`config.mk`:
```
export PLATFORM = sky130hd
export DESIGN_NAME = sprite_mover
export DESIGN_NICKNAME = d
export VERILOG_FILES = /design/src/rtl/sprite_pkg.sv /design/src/rtl/sprite_axis_step.sv /design/src/rtl/sprite_mover.sv
export SDC_FILE = /design/constraint.sdc
export NUM_CORES = 1
export LEC_CHECK = 0
export ABC_AREA = 0
export BUFFER_PORTS_ARGS = -buffer_cell sky130_fd_sc_hd__buf_2
export CAP_MARGIN = 40
export CORE_ASPECT_RATIO = 1.1
export CORE_MARGIN = 5
export CORE_UTILIZATION = 50
export DETAILED_ROUTE_END_ITERATION = 8
export PLACE_DENSITY = 0.74
export SETUP_SLACK_MARGIN = 0.02
export SLEW_MARGIN = 20
export SYNTH_ARGS = -nofsm -noshare
export SYNTH_HDL_FRONTEND = slang
export SYNTH_HIERARCHICAL = 1
export SYNTH_SLANG_ARGS = --single-unit
```
`constraint.sdc`:
```
create_clock -name clk -period 3.1 [get_ports clk]
set_input_delay 0.155 -clock clk [delete_from_list [all_inputs] [get_ports clk]]
set_output_delay 0.155 -clock clk [all_outputs]
set_load 0.02 [all_outputs]
```
`src/rtl/sprite_pkg.sv`:
```
// sprite_pkg: shared raster defaults and types for the sprite mover
package sprite_pkg;
  localparam int H_RES_DEF = 640;
  localparam int V_RES_DEF = 480;
  typedef logic [11:0] rgb444_t;
  typedef logic [10:0] coord_t;
  typedef enum logic {MODE_MANUAL, MODE_AUTO} mode_e;
endpackage

```
`src/rtl/sprite_axis_step.sv`:
```
// sprite_axis_step: combinational next position for one axis; SPRITE_AUTO_EN adds the bounce path
module sprite_axis_step import sprite_pkg::*; #(
  parameter int STEP = 1,
  parameter bit WRAP = 1'b1
) (
  input  coord_t pos_i,
  input  coord_t limit_i,
  input  logic   inc_i,
  input  logic   dec_i,
`ifdef SPRITE_AUTO_EN
  input  logic   auto_i,
  input  logic   dir_i,
  output logic   dir_o,
  output logic   rev_o,
`endif
  output coord_t pos_o
);
  localparam coord_t ST = coord_t'(STEP);
  coord_t up, dn, man;
  logic can_up, can_dn;
  // candidate moves and the manual edge policy; opposing requests cancel
  always_comb begin
    up = pos_i + ST;
    dn = pos_i - ST;
    can_up = up <= limit_i;
    can_dn = pos_i >= ST;
    man = (inc_i && !dec_i) ? (can_up ? up : (WRAP ? '0 : limit_i)) :
          (dec_i && !inc_i) ? (can_dn ? dn : (WRAP ? limit_i : '0)) : pos_i;
  end
`ifdef SPRITE_AUTO_EN
  // auto motion ignores buttons, clamps at the edge and reverses direction
  always_comb begin
    rev_o = dir_i ? !can_up : !can_dn;
    dir_o = auto_i ? dir_i ^ rev_o : dir_i;
    pos_o = !auto_i ? man : dir_i ? (can_up ? up : limit_i) : (can_dn ? dn : '0);
  end
`else
  assign pos_o = man;
`endif
endmodule

```
`src/rtl/sprite_mover.sv`:
```
// sprite_mover: SIZExSIZE sprite moved per refresh tick; define SPRITE_AUTO_EN for AUTO bounce mode
module sprite_mover import sprite_pkg::*; #(
  parameter int      H_RES = H_RES_DEF,
  parameter int      V_RES = V_RES_DEF,
  parameter int      SIZE  = 25,
  parameter int      STEP  = 1,
  parameter int      X0    = 100,
  parameter int      Y0    = 150,
  parameter rgb444_t COLOR = 12'h5AF,
  parameter bit      WRAP  = 1'b1
) (
  input  logic       clk,
  input  logic       rstn,
  input  logic       refr_tick,
  input  logic       btn_r,
  input  logic       btn_l,
  input  logic       btn_u,
  input  logic       btn_d,
  input  logic       mode_tgl,
  input  logic [9:0] pixel_x,
  input  logic [9:0] pixel_y,
  output logic       sprite_on,
  output rgb444_t    sprite_rgb,
  output logic [9:0] pos_x,
  output logic [9:0] pos_y,
  output logic       auto_mode,
  output logic       bounce
);
  localparam coord_t LIM_X = coord_t'(H_RES - SIZE);
  localparam coord_t LIM_Y = coord_t'(V_RES - SIZE);
  localparam coord_t SZ    = coord_t'(SIZE);
  coord_t x_q, y_q, x_d, y_d, px, py;
  logic hit, on_q, unused_msb;
  rgb444_t rgb_q;
`ifdef SPRITE_AUTO_EN
  mode_e state_q;
  logic tgl_q, is_auto, dir_x_q, dir_y_q, dir_x_d, dir_y_d, rev_x, rev_y, bounce_q;
  assign is_auto = state_q == MODE_AUTO;
  // mode FSM: each rising edge of mode_tgl flips MANUAL/AUTO
  always_ff @(posedge clk or negedge rstn)
    if (!rstn) begin
      tgl_q   <= 1'b0;
      state_q <= MODE_MANUAL;
    end else begin
      tgl_q <= mode_tgl;
      if (mode_tgl && !tgl_q) state_q <= is_auto ? MODE_MANUAL : MODE_AUTO;
    end
  // directions follow the axis steppers on ticks; bounce flags any AUTO reversal
  always_ff @(posedge clk or negedge rstn)
    if (!rstn) begin
      dir_x_q  <= 1'b1;
      dir_y_q  <= 1'b1;
      bounce_q <= 1'b0;
    end else begin
      bounce_q <= refr_tick && is_auto && (rev_x || rev_y);
      if (refr_tick) begin
        dir_x_q <= dir_x_d;
        dir_y_q <= dir_y_d;
      end
    end
  assign auto_mode = is_auto;
  assign bounce    = bounce_q;
`else
  logic unused_tgl;
  assign unused_tgl = mode_tgl;
  assign auto_mode  = 1'b0;
  assign bounce     = 1'b0;
`endif
  sprite_axis_step #(.STEP(STEP), .WRAP(WRAP)) u_x (
    .pos_i(x_q), .limit_i(LIM_X), .inc_i(btn_r), .dec_i(btn_l),
`ifdef SPRITE_AUTO_EN
    .auto_i(is_auto), .dir_i(dir_x_q), .dir_o(dir_x_d), .rev_o(rev_x),
`endif
    .pos_o(x_d)
  );
  sprite_axis_step #(.STEP(STEP), .WRAP(WRAP)) u_y (
    .pos_i(y_q), .limit_i(LIM_Y), .inc_i(btn_d), .dec_i(btn_u),
`ifdef SPRITE_AUTO_EN
    .auto_i(is_auto), .dir_i(dir_y_q), .dir_o(dir_y_d), .rev_o(rev_y),
`endif
    .pos_o(y_d)
  );
  // position advances only on the frame tick
  always_ff @(posedge clk or negedge rstn)
    if (!rstn) begin
      x_q <= coord_t'(X0);
      y_q <= coord_t'(Y0);
    end else if (refr_tick) begin
      x_q <= x_d;
      y_q <= y_d;
    end
  assign px  = {1'b0, pixel_x};
  assign py  = {1'b0, pixel_y};
  assign hit = px >= x_q && px < x_q + SZ && py >= y_q && py < y_q + SZ;
  // registered hit and colour for the pixel mux
  always_ff @(posedge clk or negedge rstn)
    if (!rstn) begin
      on_q  <= 1'b0;
      rgb_q <= '0;
    end else begin
      on_q  <= hit;
      rgb_q <= hit ? COLOR : '0;
    end
  assign sprite_on  = on_q;
  assign sprite_rgb = rgb_q;
  assign pos_x      = x_q[9:0];
  assign pos_y      = y_q[9:0];
  assign unused_msb = x_q[10] ^ y_q[10];
endmodule

```
==> results.cfg <==
[global_route]
grt_overflow = 0
grt_usage_pct = 20.5
busiest_layer = met2
use_met1_pct = 23.2
grt_max_degree = 43
use_met2_pct = 40.0
grt_pass1_wl_mm = 18.3
grt_pass1_vias = 4085
antenna_found_initial = 0
gr-usage-met3_pct = 2.01

[logic_synthesis]
yosys.area.top_type = ha_1
synth-async-reset-ratio_pct = 100
ys.flop_type = dfrtp_1
synth.top_cells.by_area = ha_1 (20%), dfrtp_1 (9.3%), inv_1 (6.1%)
synth_top_area_share_pct = 20.3
syn_area_um2 = 4310
post_synth_most_frequent_cells = ha_1 (70), inv_1 (70), nand2_1 (59)
syn_avg_cell_area_um2 = 7.59
yosysUniqueCellTypes = 54
ys_warn_count = 6
yosysSeqAreaShare_pct = 13.6
synth_cells = 568
ys_ff_latch = 23
synth_edf_count = 0

[detailed_routing]
wire_per_inst_um = 15.0
vias = 4189
drc = 0
firstDrtPassIters = 5
ant_nets = 0
first_iter_violations = 226
finalWirelength_mm = 11.2
via_per_inst = 5.57

[die]
die_x_um = 98.5
die_h_um = 107
start_util_pct = 51.3
core_area_um2 = 8410
top_level_ports = 63
std_cell_rows = 35
die_area_um2 = 10600

[final_layout]
postLayoutCoreUtil_pct = 58.5
final_nets = 740
drive_above_1_share_pct = 20.9
antenna_cells = 0
finalInstanceArea_um2 = 4920
syn2layout_area_growth_pct = 14.2

[critical_path]
worstPathArrival_ps = 3180
cp.required_ps = 3260
crit_top_cell = buf_4
critPathLaunch = y_q[4]$_DFFE_PN1P_
critPathKind = reg -> reg
worstPathCellList = and4_1 > buf_4 > nand4_1 > nor2_2 > xnor2_2 > inv_1 > ha_4 > nand3_1 > nor3_2 > a2111oi_2 > a22oi_1 > buf_4 > o221ai_2 > mux2_2
endpoint_kind = register
startpoint_type = register
r2r-start = y_q[4]$_DFFE_PN1P_
crit_fanout = 6
critical-path-max-stage-delay_ps = 540
worst_path_max_delay_cell = dfstp_2

[power_and_ir_drop]
pwr_density_cell_nw_per_um2 = 778
peakVddDrop_uv = 429
p_leak_nw = 2.35

[sta]
tightest_slew_ps = 679
timing_hold_violations_final = 0
skew_ps = 5.90
max_freq_mhz = 332
hold-worst-slack_ps = 396
fin_tns_setup_ps = 0
fin_crit_sh_pct = 97.3
fin_crit_ps = 3020
final-setup-viol-count = 0
slew_violations = 0
rsz0062_at_grt = true
max-slew-margin-rel_pct = 54.7

[cts]
clk_root_buffer_cell = clkbuf_8
clockBufferDepth = 2
clock_latency_ps = 270
ctsHtreeMaxLevel = 1
cts_tree = done
numClockSinks = 23
cts_inserted_buffers = 3
path_clk_slew_ps = 90

[run]
maxCapViolCount = 0

[status]
run_status = complete, no violations

[placement]
dpl.hpwl_mm = 8.68
portBuffers = 55
gp_congestion = 0.909
postPlaceCellArea_um2 = 4690

[worst_hold_path]
hold_class = in -> async
## per-stage QoR
stage	instances	total power [W]	setup slack, ps
after detailed placement	745	0.00347	14.5
after CTS	751	0.00370	9.98
after floorplan	614	0.00288	94.3
final	752	0.00383	84.4
after global placement	745	0.00335	44.6
after global routing	752	0.00425	-29.2
## placed cells by master, fill, tap and decap left out, types with 3 or more instances in the layout
| cell | count |
|---|---|
| a211oi_1 | 6 |
| a21o_1 | 5 |
| a21oi_1 | 23 |
| a21oi_2 | 3 |
| and4_4 | 3 |
| buf_2 | 56 |
| buf_4 | 22 |
| clkbuf_8 | 3 |
| conb_1 | 48 |
| dfrtp_1 | 16 |
| dfstp_2 | 7 |
| ha_1 | 66 |
| ha_4 | 4 |
| inv_1 | 69 |
| mux2_2 | 4 |
| mux2i_1 | 10 |
| nand2_1 | 59 |
| nand2b_1 | 4 |
| nand3_1 | 23 |
| nand4_1 | 7 |
| nor2_1 | 18 |
| nor2_2 | 4 |
| nor2b_1 | 11 |
| nor3_1 | 9 |
| nor4_1 | 4 |
| o211ai_1 | 5 |
| o21ai_0 | 27 |
| o21ai_1 | 6 |
| o221ai_1 | 10 |
| o221ai_2 | 4 |
| o311ai_0 | 8 |
| o31ai_1 | 6 |
| or3_1 | 6 |
| or4_1 | 6 |
| xnor2_1 | 21 |
| xnor2_2 | 6 |
| xor2_1 | 8 |
## what timing repair did
item,CTS,global route
hold endpoints to repair,16,0
pin swaps,1,13
setup endpoints to repair,3,22
cloned,1,1
resized for setup,4,34
setup buffers,0,0
hold buffers,1,0
## layout make-up
class | instances | area [µm²]
timing repair buffer | 80 | 467
fill | 821 | 3490
tap | 111 | 139
clock buffer | 4 | 45.0
inverter | 70 | 263
sequential | 23 | 584
multi-input combinational | 464 | 3420
## where the power goes
group          total (W)  switching, W  internal [W]
clock           0.000200      0.000108     0.0000921
sequential      0.000576      0.000133      0.000443
combinational    0.00305       0.00180       0.00125
total            0.00383       0.00205       0.00178
## registers in the layout (all words and copies together) (netlist names)
| name | flops |
|---|---|
| y_q | 11 |
| x_q | 11 |
| sprite_rgb | 1 |
## final timing paths
| kind | end | slack [ps] | cells past startpoint |
|---|---|---|---|
| setup / recovery | y_q[10]$_DFFE_PN0P_ | 80 | 14 |
| hold / removal | y_q[10]$_DFFE_PN0P_ | 400 | 2 |
| setup reg to reg | y_q[10]$_DFFE_PN0P_ | 80 | 14 |
| hold reg to reg | x_q[10]$_DFFE_PN0P_ | 730 | 1 |
| max in group asynchronous | y_q[7]$_DFFE_PN1P_ | 2320 | 2 |
| min in group clk | y_q[9]$_DFFE_PN0P_ | 400 | 6 |
## metal layers
layer  part of all wire [%]  routed length [µm]
met5                      0                   0
met1                     38                4330
met2                     54                6040
met3                    5.5                 621
met4                    2.4                 265
## critical path: cells and delay by family (launching register included)
family | cells | cell delay, ps
DFF | 1 | 540
adders and majority gates | 1 | 280
AOI/OAI and AO/OA | 3 | 420
muxes | 1 | 280
buffers and inverters | 3 | 440
and+or+nand+nor | 5 | 810
xor gates and xnor gates | 1 | 140
## cells by family (layout without fill, tap and decap cells)
| kind of cell | Yosys count | count (layout) | synth area share [%] |
|---|---|---|---|
| multiplexers | 14 | 14 | 3.37 |
| adder cells (fa/ha/maj) | 70 | 70 | 20.3 |
| buffers and inverters | 127 | 154 | 14.7 |
| flip-flops | 23 | 23 | 13.6 |
| AO/OA/AOI/OAI | 125 | 125 | 20.0 |
| XOR/XNOR | 35 | 35 | 7.11 |
| other | 2 | 48 | 0.174 |
| AND/OR/NAND/NOR | 172 | 172 | 20.8 |
No activity file was read; power rests on OpenSTA's default activity.
